[config.mk]
export PLATFORM = sky130hd
export DESIGN_NAME = pc_gen
export DESIGN_NICKNAME = d
export VERILOG_FILES = /design/src/rtl/pc_gen.sv
export SDC_FILE = /design/constraint.sdc
export NUM_CORES = 1
export LEC_CHECK = 0
export BUFFER_PORTS_ARGS = -buffer_cell sky130_fd_sc_hd__buf_4
export CAP_MARGIN = 20
export CORE_AREA = 2 2 81 83
export DETAILED_ROUTE_END_ITERATION = 8
export DIE_AREA = 0 0 83 85
export PLACE_DENSITY = 0.82
export SYNTH_ARGS = -nofsm -noshare
export SYNTH_HDL_FRONTEND = slang
export SYNTH_SLANG_ARGS = --single-unit
[constraint.sdc]
create_clock -name clock -period 7.13 [get_ports clock]
set_input_delay 1.0695 -clock clock [delete_from_list [all_inputs] [get_ports clock]]
set_output_delay 1.0695 -clock clock [all_outputs]
set_load 0.02 [all_outputs]
[src/rtl/pc_gen.sv]
// Program-counter generator for the fetch stage: sequential step, branch/jump
// redirects, stall hold with a single latched pending redirect, trap entry to
// a fixed vector with exception-PC capture, and trap return.
module pc_gen #(
  parameter int                PCLEN      = 16,
  parameter logic [PCLEN-1:0] RESET_ADDR = '0,
  parameter logic [PCLEN-1:0] TRAP_VEC   = {{(PCLEN-4){1'b1}}, 4'b0000}
) (
  input  logic             clock,
  input  logic             reset,
  input  logic             stall,
  input  logic [1:0]       pcsel,
  input  logic [PCLEN-1:0] targaddr,
  input  logic             trap,
  input  logic             eret,
  output logic [PCLEN-1:0] pcOut,
  output logic [PCLEN-1:0] pcplus4,
  output logic [PCLEN-1:0] epc,
  output logic             pend_valid
);

  localparam logic [1:0] SEL_SEQ  = 2'b00;
  localparam logic [1:0] SEL_JALR = 2'b01;
  localparam logic [1:0] SEL_BR   = 2'b10;
  localparam logic [1:0] SEL_JAL  = 2'b11;

  logic [PCLEN-1:0] target;
  logic [PCLEN-1:0] pend_target;
  logic             redirect;

  // Word-address addition; carry out is dropped so the PC wraps silently.
  function automatic logic [PCLEN-1:0] wrap_add(input logic [PCLEN-1:0] a,
                                                input logic [PCLEN-1:0] b);
    wrap_add = a + b;
  endfunction

  assign redirect = (pcsel != SEL_SEQ);

  // Next-PC candidate selected by pcsel from the current fetch PC.
  always_comb begin
    target = wrap_add(pcOut, PCLEN'(1));
    case (pcsel)
      SEL_SEQ:  target = wrap_add(pcOut, PCLEN'(1));
      SEL_JALR: target = targaddr;
      SEL_BR:   target = wrap_add(pcOut, targaddr);
      SEL_JAL:  target = wrap_add(pcOut, targaddr);
      default:  target = wrap_add(pcOut, PCLEN'(1));
    endcase
  end

  // Link value is only meaningful for the jump encodings (pcsel[0] set).
  always_comb begin
    pcplus4 = '0;
    if (pcsel[0]) pcplus4 = wrap_add(pcOut, PCLEN'(1));
  end

  // PC, exception PC and pending flag, in priority reset > trap > eret >
  // pending release > stall > normal step.
  always_ff @(posedge clock) begin
    if (reset) begin
      pcOut      <= RESET_ADDR;
      epc        <= '0;
      pend_valid <= 1'b0;
    end else if (trap) begin
      epc        <= pcOut;
      pcOut      <= TRAP_VEC;
      pend_valid <= 1'b0;
    end else if (eret) begin
      pcOut      <= epc;
      pend_valid <= 1'b0;
    end else if (!stall && pend_valid) begin
      pcOut      <= pend_target;
      pend_valid <= 1'b0;
    end else if (stall) begin
      if (redirect && !pend_valid) pend_valid <= 1'b1;
    end else begin
      pcOut <= target;
    end
  end

  // Pending target is pure data: captured only by the first redirect of a
  // stall and qualified everywhere by pend_valid, so it needs no reset.
  always_ff @(posedge clock) begin
    if (!reset && !trap && !eret && stall && redirect && !pend_valid)
      pend_target <= target;
  end

endmodule
==> summary.txt <==
Status
  – Status: completed

STA
  – Hold Violations, Final: 0
  – Achievable clock frequency: 293 MHz
  – Fin Setup TNS: 0 ns
  – Worst-Margin Slew: 0.731 ns
  – Tmin final: 3.41 ns
  – RSZ-0062 raised after global routing: false
  – Max-slew violation count: 0
  – Worst clock skew: 0.00401 ns
  – Final period utilization: 0.479
  – Setup-failing EPs final: 0
  – Slew headroom: 0.509

Yosys
  – Yosys warns: 0
  – Number of register bits inferred by synthesis: 49
  – Number of synthesized flops with an enable pin: 16
  – Synth Area per Inst: 8.52 um^2
  – Part of the Yosys area used for sequential elements: 0.314
  – Synth Instances: 427
  – Post-synthesis net count: 467
  – Top_reg_cell synth: dfxtp_1
  – Synth Cell Area: 3640 um^2
  – Cell variety after synth: 60
  – Ys async rst share: 0

Critical path
  – Crit Path Class: primary input to output pin
  – Reg-to-reg startpoint: pcOut[0]$_SDFFE_PP0P_
  – Worst R2R End: pend_target[14]$_DFFE_PP_
  – Setup slack, reg-to-reg: 4.31 ns
  – Crit path capture type: output pin
  – Critical Path Start Type: primary input
  – Critical path launch point: pcsel[0]
  – CP required: 6.06 ns
  – Worst reg-to-reg path cell count: 9
  – Crit path max fanout: 31
  – Worst endpoint data arrival time: 2.34 ns
  – CP endpoint: pcplus4[8]

Clock network
  – Clk Latency, worst-skew pair: 0.30 ns
  – Post-CTS Resized: 0
  – # hold bufs at CTS: 0
  – CTS tree: built
  – H-tree depth: 2
  – Clock Tree Buf Depth: 2
  – Root Buffer: clkbuf_8
  – CTS Buf Count: 5
  – Post-CTS Repair Setup Buffers: 0
  – CTS Sinks: 49
  – Clock slew at reported path FFs: 0.08 ns

Pwr
  – Leakage power: 1.90 nW
  – Power Density: 176 nW/um^2
  – VDD IR max: 0.153 mV

GRT
  – Gr usage total: 0.270
  – Vias in the first global route: 3192
  – First-pass GRT wire length: 15.7 mm
  – GR Overflow Total: 0
  – Largest net degree at the start of global routing: 37
  – Initial antenna violation count: 0

Layout
  – Design area: 4290 um^2
  – P&R area growth vs syn: 17.9%
  – Final #Nets: 524
  – Diodes inserted: 0
  – Fraction of layout cells with a size suffix above 1: 0.192

Detailed routing
  – Routed WL per cell: 17.0 um
  – Final ANT Viol Nets: 0
  – DRC viols: 0
  – Total number of vias: 3493
  – Initial DRC count: 167
  – Drt total wl: 9.57 mm
  – Drt via density: 6.22
  – First-pass detailed-route iteration total: 4

Placed design
  – Placer congestion estimate: 0.938
  – Buffers on Ports: 71
  – DP Area: 4200 um^2
  – Dpl hpwl: 7.17 mm

Floorplanning
  – Die W: 83 um
  – IO Pins: 72
  – Initial Util: 0.586
  – Core Region: 6200 um^2
  – Die Y: 85 um
  – FP Rows: 29
  – Die area: 7060 um^2

Worst hold path
  – Hold crit path type: flip-flop to flip-flop
  – Hold wc startpoint: epc[3]$_SDFFE_PP0P_

Flow run
  – Max-Cap Viols: 0
worst max-delay path, stage by stage:
cell and delay [ns]:
buf_4 0.27, clkinv_1 0.55, nor2_1 0.27, buf_4 0.17
logic make-up (layout without fill, tap and decap cells):
| kind of cell | count (synthesis) | count (layout) | share of synthesized area |
|---|---|---|---|
| compound gates | 118 | 118 | 0.220 |
| xor+xnor | 20 | 20 | 0.0482 |
| fa+ha+maj | 17 | 17 | 0.0605 |
| buf+inv | 32 | 90 | 0.0334 |
| flops | 49 | 49 | 0.314 |
| mux | 36 | 36 | 0.0998 |
| simple gates | 155 | 155 | 0.225 |
per-stage QoR:
stage | setup slack [ns] | hold WS, ns | util | instances | power (mW)
floorplan | 2.43 | 0.466 | - | 427 | 0.508
global placement | 3.66 | 0.500 | 0.676 | 554 | 0.585
finish | 3.72 | 0.532 | 0.691 | 562 | 0.755
global route | 3.58 | 0.557 | 0.691 | 562 | 0.793
CTS | 3.72 | 0.533 | 0.691 | 562 | 0.754
detailed placement | 3.57 | 0.506 | 0.676 | 554 | 0.590
Yosys cell counts (all sizes together), types with 5 or more instances:
library cell	n	share of area
a21o	11	0.023
xnor2	11	0.026
nand2b	9	0.015
nor2	49	0.051
and3	6	0.011
o21a	8	0.017
xor2	9	0.022
nand3b	5	0.010
a21oi	27	0.040
a211oi	17	0.036
nor3	12	0.020
clkbuf	18	0.019
o21ai	23	0.032
inv	7	0.0072
nand2	27	0.028
ha	16	0.055
nor3b	6	0.012
o31ai	6	0.012
and2	14	0.024
dfxtp	33	0.18
edfxtp	16	0.13
mux2i	34	0.094
nand3	7	0.013
state kept, by name, indices dropped and copies added (netlist names):
register / flops
pend_valid: 1
pcOut: 16
epc: 16
pend_target: 16
report_power, final:
| group | internal (mW) | switching, mW |
|---|---|---|
| sequential | 0.306 | 0.0272 |
| combinational | 0.111 | 0.144 |
| clock | 0.0792 | 0.0870 |
| total | 0.496 | 0.258 |
area by class of cell:
class / instances / area (um^2)
clock buffers: 8 / 90.1
multi-input cells: 346 / 2380
well taps: 77 / 96.3
fillers: 538 / 1920
repair buffers: 72 / 541
flip-flops and latches: 49 / 1140
inverters: 10 / 37.5
cells in the final DEF (no fill, tap or decap), types with 4 or more instances in the layout:
master	netlist	layout
a21oi_1	24	24
o21ai_0	20	20
nor3_1	11	11
mux2i_1	34	34
nor2_1	49	49
xor2_1	9	9
clkbuf_8	0	6
ha_1	16	16
buf_4	0	72
and2_1	14	14
a31oi_1	4	4
dfxtp_1	33	33
nand3b_1	5	5
nor3b_1	6	6
o31ai_1	6	6
nand2_1	27	27
nand4_1	4	4
nand2b_1	9	9
inv_1	7	7
o21a_1	8	8
xnor2_1	11	11
edfxtp_1	16	16
nor2b_1	4	4
a211oi_1	16	16
nand3_1	6	6
a21o_1	11	11
and3_1	4	4
metal layers:
| metal | share of wire | global-route usage | vias up |
|---|---|---|---|
| li1 | - | - | 1694 |
| met1 | 0.47 | 0.392 | 1659 |
| met2 | 0.46 | 0.436 | 131 |
| met3 | 0.058 | 0.0224 | 9 |
| met4 | 0.012 | 0.0700 | 0 |
| met5 | 0 | 0 | - |
how the worst min path moves through the flow:
stage / slack, ns / end / depth (start not counted)
2_1_floorplan: 0.47 / pcOut[14]$_SDFFE_PP0P_ / 2
3_3_place_gp: 0.50 / epc[3]$_SDFFE_PP0P_ / 2
3_5_place_dp: 0.51 / pcOut[14]$_SDFFE_PP0P_ / 2
4_1_cts: 0.53 / pcOut[14]$_SDFFE_PP0P_ / 2
5_1_grt: 0.56 / epc[6]$_SDFFE_PP0P_ / 2
6_report: 0.53 / epc[3]$_SDFFE_PP0P_ / 2
No activity file was read; power rests on OpenSTA's default activity.
